==> src/rtl/edge_arb_pkg.sv <==
// Shared types and defaults for the edge event arbiter.
package edge_arb_pkg;

  localparam int DEFAULT_N = 4;

  typedef enum logic [1:0] {
    ZERO = 2'b00,
    EDGE = 2'b01,
    ONE  = 2'b10
  } det_state_e;

endpackage

==> src/rtl/rise_detector.sv <==
// Single-channel Moore rising-edge detector; tick is high for exactly one
// cycle per rising edge of level.
module rise_detector
  import edge_arb_pkg::*;
(
  input  logic clk,
  input  logic reset,
  input  logic level,
  output logic tick
);

  det_state_e state_q, state_d;

  always_ff @(posedge clk) begin
    if (reset) begin
      state_q <= ZERO;
    end else begin
      state_q <= state_d;
    end
  end

  always_comb begin
    state_d = ZERO;
    tick    = 1'b0;
    case (state_q)
      ZERO: state_d = level ? EDGE : ZERO;
      EDGE: begin
        tick    = 1'b1;
        state_d = level ? ONE : ZERO;
      end
      ONE:  state_d = level ? ONE : ZERO;
      default: state_d = ZERO;
    endcase
  end

endmodule

==> src/rtl/edge_event_arbiter.sv <==
// Collects per-channel rising edges as pending events and presents them one
// at a time on a valid/ready port, chosen round-robin.
module edge_event_arbiter
  import edge_arb_pkg::*;
#(
  parameter int N   = DEFAULT_N,
  parameter int IDW = $clog2(N)
) (
  input  logic           clk,
  input  logic           reset,
  input  logic [N-1:0]   level,
  output logic           evt_valid,
  output logic [IDW-1:0] evt_id,
  input  logic           evt_ready,
  output logic [N-1:0]   overrun,
  input  logic           clr_overrun
);

  logic [N-1:0]   tick;
  logic [N-1:0]   pending_q, pending_d;
  logic [N-1:0]   overrun_q, overrun_d;
  logic [IDW-1:0] ptr_q, ptr_d;
  logic           evt_valid_q, evt_valid_d;
  logic [IDW-1:0] evt_id_q, evt_id_d;

  logic           load_en;
  logic           grant_found;
  logic [IDW-1:0] grant_idx;
  logic [N-1:0]   upper_mask;
  logic [N-1:0]   load_mask;

  genvar gi;
  generate
    for (gi = 0; gi < N; gi++) begin : g_chan
      rise_detector u_det (
        .clk   (clk),
        .reset (reset),
        .level (level[gi]),
        .tick  (tick[gi])
      );
      // Channels at or above ptr get first claim; the rest are the wrap-around.
      assign upper_mask[gi] = (IDW'(gi) >= ptr_q);
      assign load_mask[gi]  = load_en & grant_found & (grant_idx == IDW'(gi));
    end
  endgenerate

  assign load_en = ~evt_valid_q | evt_ready;

  always_comb begin
    grant_found = 1'b0;
    grant_idx   = '0;
    for (int i = 0; i < N; i++) begin
      if (!grant_found && pending_q[i] && upper_mask[i]) begin
        grant_found = 1'b1;
        grant_idx   = IDW'(i);
      end
    end
    for (int i = 0; i < N; i++) begin
      if (!grant_found && pending_q[i]) begin
        grant_found = 1'b1;
        grant_idx   = IDW'(i);
      end
    end
  end

  always_comb begin
    evt_valid_d = evt_valid_q;
    evt_id_d    = evt_id_q;
    ptr_d       = ptr_q;
    if (load_en) begin
      evt_valid_d = grant_found;
      if (grant_found) begin
        evt_id_d = grant_idx;
        ptr_d    = (grant_idx == IDW'(N - 1)) ? '0 : grant_idx + 1'b1;
      end
    end
    // A fresh edge re-arms pending even if the same channel is loaded now.
    pending_d = (pending_q & ~load_mask) | tick;
    overrun_d = (clr_overrun ? '0 : overrun_q) | (tick & pending_q & ~load_mask);
  end

  always_ff @(posedge clk) begin
    if (reset) begin
      pending_q   <= '0;
      overrun_q   <= '0;
      ptr_q       <= '0;
      evt_valid_q <= 1'b0;
      evt_id_q    <= '0;
    end else begin
      pending_q   <= pending_d;
      overrun_q   <= overrun_d;
      ptr_q       <= ptr_d;
      evt_valid_q <= evt_valid_d;
      evt_id_q    <= evt_id_d;
    end
  end

  assign evt_valid = evt_valid_q;
  assign evt_id    = evt_id_q;
  assign overrun   = overrun_q;

endmodule

==> config.mk <==
export PLATFORM = sky130hd
export DESIGN_NAME = edge_event_arbiter
export DESIGN_NICKNAME = d
export VERILOG_FILES = /design/src/rtl/edge_arb_pkg.sv /design/src/rtl/rise_detector.sv /design/src/rtl/edge_event_arbiter.sv
export SDC_FILE = /design/constraint.sdc
export NUM_CORES = 1
export LEC_CHECK = 0
export BUFFER_PORTS_ARGS = -buffer_cell sky130_fd_sc_hd__buf_4
export CAP_MARGIN = 20
export CORE_MARGIN = 10
export CORE_UTILIZATION = 30
export CTS_CLUSTER_DIAMETER = 80
export DETAILED_ROUTE_END_ITERATION = 10
export GPL_TIMING_DRIVEN = 1
export PLACE_DENSITY = 0.48
export SYNTH_ARGS = -nofsm -noshare
export SYNTH_HDL_FRONTEND = slang
export SYNTH_SLANG_ARGS = --single-unit
export TNS_END_PERCENT = 5
==> constraint.sdc <==
create_clock -name clk -period 4.1 [get_ports clk]
set_input_delay 0.615 -clock clk [delete_from_list [all_inputs] [get_ports clk]]
set_output_delay 0.615 -clock clk [all_outputs]
set_load 0.01 [all_outputs]
* Word-level counts from Yosys, hierarchy flattened
Index checks and enable logic that the tools add are counted.
Word-level totals: bits in latches 0, logic and storage cells 99, bits in read-only memories 0, flip-flop bits (word level) 21, memories 0, memory bits (writable) 0, bits of input ports 8
Operators by class: reduce and logical (&&, ||, !) cells 28, shift-type cells 0, multiplexer cells 33, $add $sub $neg 1, div/mod/pow operators 0, equality and inequality tests 11, magnitude comparators 4, multiply operators 0, bitwise gates (word level) 13
Operators by type and width (count):
- $mux 2 | 11
- $mux 1 | 17
- $pmux 2 s2 | 4
- $and 4x4->4 | 3
- $eq 2x2->1 const B | 6
- $logic_and 1x1->1 | 11
- $eq 2x1->1 const B | 5
- $logic_not 2->1 | 5
- $or 4x4->4 | 2
- $reduce_or 2->1 | 4
- $logic_not 1->1 | 7
- $and 1x1->1 | 5
- $ge 1x2->1 const A | 2
- $ge 2x2->1 const A | 2
- $mux 4 | 1
- $not 4->4 | 1
- $add 2x1->2 const B | 1
- $reduce_and 2->1 | 1
- $not 1->1 | 1
- $or 1x1->1 | 1

* Depth between registers and ports, before layout
Gate-level depths: netlist of run 1.
word-level depth 32, gate-level depth with buffers 8, depth with buffers taken out 8

* Hierarchy
A second synthesis of run 1 with hierarchy kept.
Unflattened totals: cells, all modules 112, area, all modules 1079.8 sq um
Modules (own cells, without submodules):
- edge_event_arbiter | instances 1, area an instance 649.4 sq um, seq. area each 260.2 sq um, cells an instance 76
- rise_detector | instances 4, area an instance 107.6 sq um, seq. area each 40.0 sq um, cells an instance 9

* Worst setup path after synthesis of run 1
OpenSTA, ideal clock, no wires.
kind register to register, start reg ptr_q[1], end reg overrun_q[0] (netlist: overrun[0]), arrival time 1.552 ns, clock period less this slack 1.617 ns, stages on the path, launching flop included 9, slack 2.483 ns, cell sequence dfxtp_1 -> mux2_2 -> nand2_1 -> o211a_2 -> inv_2 -> ha_1 -> a21boi_0 -> a21oi_1 -> nor2_1
Between the ends: cells in the longest elaborated chain, start to end 32, elaborated cells between the ends (all ways) 43, those cells by class order compare (4); mux (15); bitwise (5); reduce/logical (19)
RTL lines:
- start: declaration | line edge_event_arbiter.sv:22 | logic [IDW-1:0] ptr_q, ptr_d;
- start signal: assignment | line edge_event_arbiter.sv:92 | ptr_q <= ptr_d;
- $ge 1x2->1 | line edge_event_arbiter.sv:42 | assign upper_mask[gi] = (IDW'(gi) >= ptr_q);
- $logic_and 1x1->1 | line edge_event_arbiter.sv:53 | if (!grant_found && pending_q[i] && upper_mask[i]) begin
- $mux 1 | line edge_event_arbiter.sv:53
- $logic_not 1->1 | line edge_event_arbiter.sv:53
- $logic_and 1x1->1 (2 in a row) | line edge_event_arbiter.sv:53
- $mux 1 | line edge_event_arbiter.sv:53
- $logic_not 1->1 | line edge_event_arbiter.sv:53
- $logic_and 1x1->1 (2 in a row) | line edge_event_arbiter.sv:53
- [14 not listed]
- $logic_not 1->1 | line edge_event_arbiter.sv:59 | if (!grant_found && pending_q[i]) begin
- $logic_and 1x1->1 | line edge_event_arbiter.sv:59
- $mux 1 or $mux 2 (tied branches) | line edge_event_arbiter.sv:59
- $and 1x1->1 or $logic_not 2->1 (tied branches) | line edge_event_arbiter.sv:43 | assign load_mask[gi] = load_en & grant_found & (grant_idx == IDW'(gi));
- $and 1x1->1 (*) | line edge_event_arbiter.sv:43
- $not 4->4 (*) | line edge_event_arbiter.sv:79 | overrun_d = (clr_overrun ? '0 : overrun_q) | (tick & pending_q & ~load_mask);
- $and 4x4->4 (*) | line edge_event_arbiter.sv:79
- $or 4x4->4 (*) | line edge_event_arbiter.sv:79
- end signal: assignment | line edge_event_arbiter.sv:91 | overrun_q <= overrun_d;
- end: declaration | line edge_event_arbiter.sv:21 | logic [N-1:0] overrun_q, overrun_d;
Mark *: on every way between the ends. The rest lies on a longest branch, timed or not. A chain may end at the register's enable or synchronous reset.

* Final worst setup path of run 1
Ends and elaborated chain as after synthesis.

==> impl_metrics.ini, run 1 <==
[setup_path]
arrival_ns = 2.09
criticalPathCategory = reg2reg
required_ns = 4.35
worstSetupEndpointType = flip-flop
rrSetupSlack_ns = 2.25
path_max_fanout = 6
cp-start-kind = flip-flop
r2r_cells = 8
endpoint = overrun[0]
rr_startpoint = ptr_q[1]
crit_start = ptr_q[1]
worstReg2RegEnd = overrun[0]

[clocking]
clock_sinks = 21
postCtsSetupRepairBufs = 0
clkTransAtPathRegs_ns = 0.12
cts_root_buffer = clkbuf_4
cts.path.max_buffers = 2
cts_tree = built
cts_resized = 0
clkLatencyLatePin_ns = 0.30
h-tree-depth = 1
cts_buffers = 3
hold_buffers = 0

[sta]
rsz0062_at_grt = no
max_freq_mhz = 541
hold_viol = 0
setup_violations = 0
slew_headroom = 0.757
tns_ns = 0
period_share = 0.451
post-route-min-period_ns = 1.85
post-route-worst-setup-slack_ns = 2.25
slew_violations = 0
tightest_slew_ns = 0.364
clock_skew_ns = 0.00304

[synth]
synthTopCellsByCount = dfxtp_1, ha_1, nor2_1
ys.flop_type = dfxtp_1
synth_area_um2 = 1040
yosysMostFrequentCell = dfxtp_1
synth_area_leaders = dfxtp_1, ha_1, nor2_1
synth_top_area_cell = dfxtp_1
avgSynthCellArea_um2 = 9.56
yosysSeqAreaShare = 0.403
synth_edf_count = 0
synth_top_area_share = 0.403
ys_seq_elements = 21
ys_warn_count = 0
async_reset_ff_frac = 0
syn_inst = 109
syn_nets = 131
ys_types = 32

[layout]
n_antenna_cell = 0
final_layout_size_suffix_gt1_frac = 0.192
fin_cells = 171
synthToLayoutAreaGrowth_pct = 17.3
finish.utilization = 0.366
finish.net_count = 148

[route]
drc = 0
drtIter0Drc = 43
vias = 811
wl_per_cell_um = 12.5
dr.pass1.iters = 5
vias_per_cell = 4.74
drt-total-wl_um = 2140
ant_nets = 0

[grt]
antenna_found_initial = 0
grt_pass1_wl_um = 3670
grt_pass1_vias = 852
grtUsageTotal = 0.0713
grt_max_degree = 18
overflow = 0

[floorplanning]
rows = 21
ios = 15
coreArea_um2 = 3340
die_w_um = 78.9
die_h_um = 78.9
floorplan.initialDensity = 0.312
dieArea_um2 = 6230

[placed_design]
io_buffers = 14
dpl_worst_slack_ns = 2.27
dpl.hpwl_um = 1640
place_inst = 167
gp_congestion = 0.770

[pwr]
p_comb_frac = 0.222
p_int_mw = 0.304
p_sw_mw = 0.127
irDropWorstVdd_v = 0.000154
powerDensity_nw_per_um2 = 352
power.share.clock = 0.232
finalPower_mw = 0.431
switching_share = 0.294
p_seq_frac = 0.546
p_leak_nw = 0.541

[status]
status = finished, final reports clean

[flow_run]
drv_cap = 0

[min_path]
hold_depth = 2
hp-class = reg2reg
-- metrics by stage --
step | instance area, um^2 | hold WS [ns]
global route | 1220 | 0.521
CTS | 1220 | 0.511
floorplan | 1040 | 0.506
finish | 1220 | 0.504
global placement | 1200 | 0.484
detailed placement | 1200 | 0.492
-- power groups by stage --
| stage | registers (mW) | clock network [mW] | logic (mW) |
|---|---|---|---|
| 2_1_floorplan | 0.238 | 0 | 0.0671 |
| 3_3_place_gp | 0.239 | 0 | 0.0960 |
| 3_5_place_dp | 0.240 | 0 | 0.0962 |
| 4_1_cts | 0.235 | 0.105 | 0.0971 |
| 5_1_grt | 0.238 | 0.112 | 0.109 |
| 6_report | 0.235 | 0.100 | 0.0958 |
-- kinds of logic after synthesis --
group	synth area share
adder cells (fa/ha/maj)	0.168
buffers and inverters	0.0516
flip-flops	0.403
multiplexers	0.0204
AO/OA/AOI/OAI	0.163
AND/OR/NAND/NOR	0.193
-- flip-flops by register name, indices dropped and copies added, names as in the netlist --
name                  count
evt_valid                 1
overrun                   4
evt_id                    2
pending_q                 4
g_chan.u_det.state_q      8
ptr_q                     2
-- cell usage in the layout, fill, tap and decap left out, drive strengths merged, types with 2 or more instances in the layout --
| master | Yosys | routed |
|---|---|---|
| a21boi | 3 | 3 |
| a21oi | 6 | 6 |
| a31oi | 2 | 2 |
| a32oi | 2 | 2 |
| and3 | 4 | 4 |
| buf | 1 | 14 |
| clkbuf | 1 | 4 |
| dfxtp | 21 | 21 |
| ha | 14 | 14 |
| inv | 12 | 12 |
| nand2 | 3 | 3 |
| nand2b | 2 | 2 |
| nor2 | 13 | 13 |
| nor2b | 5 | 5 |
| nor4 | 2 | 2 |
| nor4bb | 4 | 4 |
-- cell type report --
type | count | area (um^2)
fill | 349 | 2110
timing repair buffer | 14 | 105
tap | 46 | 57.6
multi-input combinational | 74 | 568
inverter | 12 | 45.0
clock buffer | 4 | 26.3
sequential | 21 | 420
-- worst max-delay path: stages, from the launching register on --
cell and delay [ns]:
dfxtp_1 0.43, mux2_2 0.35, nand2_1 0.06, o211a_2 0.26, inv_2 0.08, ha_1 0.19
a21boi_0 0.23, a21oi_1 0.10, nor2_1 0.09
-- per-layer routing --
metal	part of all wire	GRT usage
met3	0.041	0.0214
met5	0	0
met1	0.46	0.0819
met2	0.49	0.122
met4	0.0065	0.0269
-- how the worst min path moves through the flow --
stage                     slack, ns   endpoint  startpoint
after CTS                      0.51  evt_id[0]   evt_id[0]
final                          0.50  evt_id[0]   evt_id[0]
after floorplan                0.51  evt_id[0]   evt_id[0]
after global routing           0.52  evt_id[0]   evt_id[0]
after global placement         0.48  evt_id[0]   evt_id[0]
after detailed placement       0.49  evt_id[0]   evt_id[0]
Note: power is estimated with default switching activity, not from simulation.
==> run 2, diff against run 1 <==
==> constraint.sdc (replaced) <==
create_clock -name clk -period 1.9 [get_ports clk]
set_input_delay 0.285 -clock clk [delete_from_list [all_inputs] [get_ports clk]]
set_output_delay 0.285 -clock clk [all_outputs]
set_load 0.01 [all_outputs]
==> impl_metrics.ini, run 2 (synthesis gave the netlist of run 1 again) <==
[sta]
rsz0062_at_grt = no
setup_violations = 0
slew_headroom = 0.777
period_share = 0.916
hold_viol = 0
tns_ns = 0
tightest_slew_ns = 0.332
clock_skew_ns = 0.00683
post-route-min-period_ns = 1.74
max_freq_mhz = 574
slew_violations = 0

[pwr]
powerDensity_nw_per_um2 = 757
p_leak_nw = 0.554
irDropWorstVdd_v = 0.000308

[grt]
overflow = 0
grt_max_degree = 18
grtUsageTotal = 0.0736
antenna_found_initial = 0
grt_pass1_vias = 851
grt_pass1_wl_um = 3790

[layout]
finish.utilization = 0.371
mostFrequentLayoutCells = dfxtp_1, buf_4, ha_1
final_common_cell = dfxtp_1
registers.top_by_ff_count = g_chan.u_det.state_q
n_antenna_cell = 0
final_layout_size_suffix_gt1_frac = 0.213
finish.net_count = 150
largest_reg_flops = 8
synthToLayoutAreaGrowth_pct = 18.8
fillCellCount = 373

[route]
dr.pass1.iters = 4
highest_layer = met4
drt-total-wl_um = 2220
drc = 0
vias = 814
drtIter0Drc = 55
vias_per_cell = 4.71
met2_length_um = 1080
met1_length_um = 1030
wl_met3_um = 85
ant_nets = 0
wl_per_cell_um = 12.8

[floorplanning]
rows = 21
coreArea_um2 = 3340
die_w_um = 78.9
die_h_um = 78.9
floorplan.initialDensity = 0.312
dieArea_um2 = 6230
ios = 15

[setup_path]
path_max_fanout = 6
arrival_ns = 1.99
rrSetupSlack_ns = 0.16
worstSetupEndpointType = flip-flop
worstReg2RegEnd = overrun[0]
r2r_cells = 8
required_ns = 2.15
rr_startpoint = ptr_q[1]
cp-start-kind = flip-flop
criticalPathCategory = reg2reg

[min_path]
hold_end = g_chan[0].u_det.state_q[0]
hold_start = level[0]
hold_depth = 2
hp-class = in2reg

[status]
status = finished, final reports clean

[clocking]
cts_buffers = 3
clkLatencyLatePin_ns = 0.30
h-tree-depth = 1
clock_sinks = 21
postCtsSetupRepairBufs = 0
clkTransAtPathRegs_ns = 0.12
cts.path.max_buffers = 2
cts_tree = built
cts_root_buffer = clkbuf_4

[flow_run]
drv_cap = 0

[placed_design]
dpl.hpwl_um = 1690
gp_congestion = 0.781
io_buffers = 14
## run 2: how the worst max path moves through the flow
stage            endpoint      from  slack (ns)
6_report       overrun[0]  ptr_q[1]        0.16
5_1_grt        overrun[0]  ptr_q[1]        0.02
4_1_cts        overrun[0]  ptr_q[1]        0.09
3_5_place_dp   overrun[0]  ptr_q[1]        0.02
3_3_place_gp   overrun[0]  ptr_q[1]        0.04
2_1_floorplan  overrun[0]  ptr_q[1]        0.28
## run 2: worst max-delay path: stages (launching register included)
cell and delay (ns):
dfxtp_2 0.39, mux2_2 0.34, nand2_1 0.06, o211a_2 0.25, inv_2 0.08, ha_1 0.20
a21boi_1 0.19, a21oi_1 0.10, nor2_1 0.09
## run 2: through the flow
step | std cells | cell area (um^2) | setup slack [ns] | hold slack [ns] | power, mW
after floorplan | 109 | 1040 | 0.283 | 0.363 | 0.658
after global placement | 169 | 1210 | 0.0423 | 0.475 | 0.733
after detailed placement | 169 | 1210 | 0.0201 | 0.476 | 0.733
after CTS | 173 | 1240 | 0.0868 | 0.200 | 0.955
after global routing | 173 | 1240 | 0.0225 | 0.194 | 1.01
final | 173 | 1240 | 0.159 | 0.213 | 0.938
## run 2: metal layers
layer | GRT usage | up-vias
met5 | 0 | -
met3 | 0.0169 | 2
met1 | 0.0910 | 383
met2 | 0.119 | 14
li1 | - | 415
met4 | 0.0323 | 0
## run 2: cell type report
| class | instances | area, um^2 | share of cell area |
|---|---|---|---|
| inverters | 12 | 45.0 | 0.0364 |
| well taps | 46 | 57.6 | 0.0465 |
| multi-input cells | 74 | 568 | 0.459 |
| repair buffers | 16 | 120 | 0.0970 |
| clock buffers | 4 | 26.3 | 0.0212 |
| flip-flops and latches | 21 | 422 | 0.340 |
## run 2: what timing repair did
action	in CTS	in global routing
gates resized for setup	1	2
setup endpoints to repair	1	3
hold buffers	0	0
pin swaps	0	0
gates cloned	0	0
## run 2: power breakdown
group | internal [mW] | total [mW] | switching [mW]
combinational | 0.106 | 0.218 | 0.112
sequential | 0.476 | 0.505 | 0.0294
clock | 0.0818 | 0.215 | 0.133
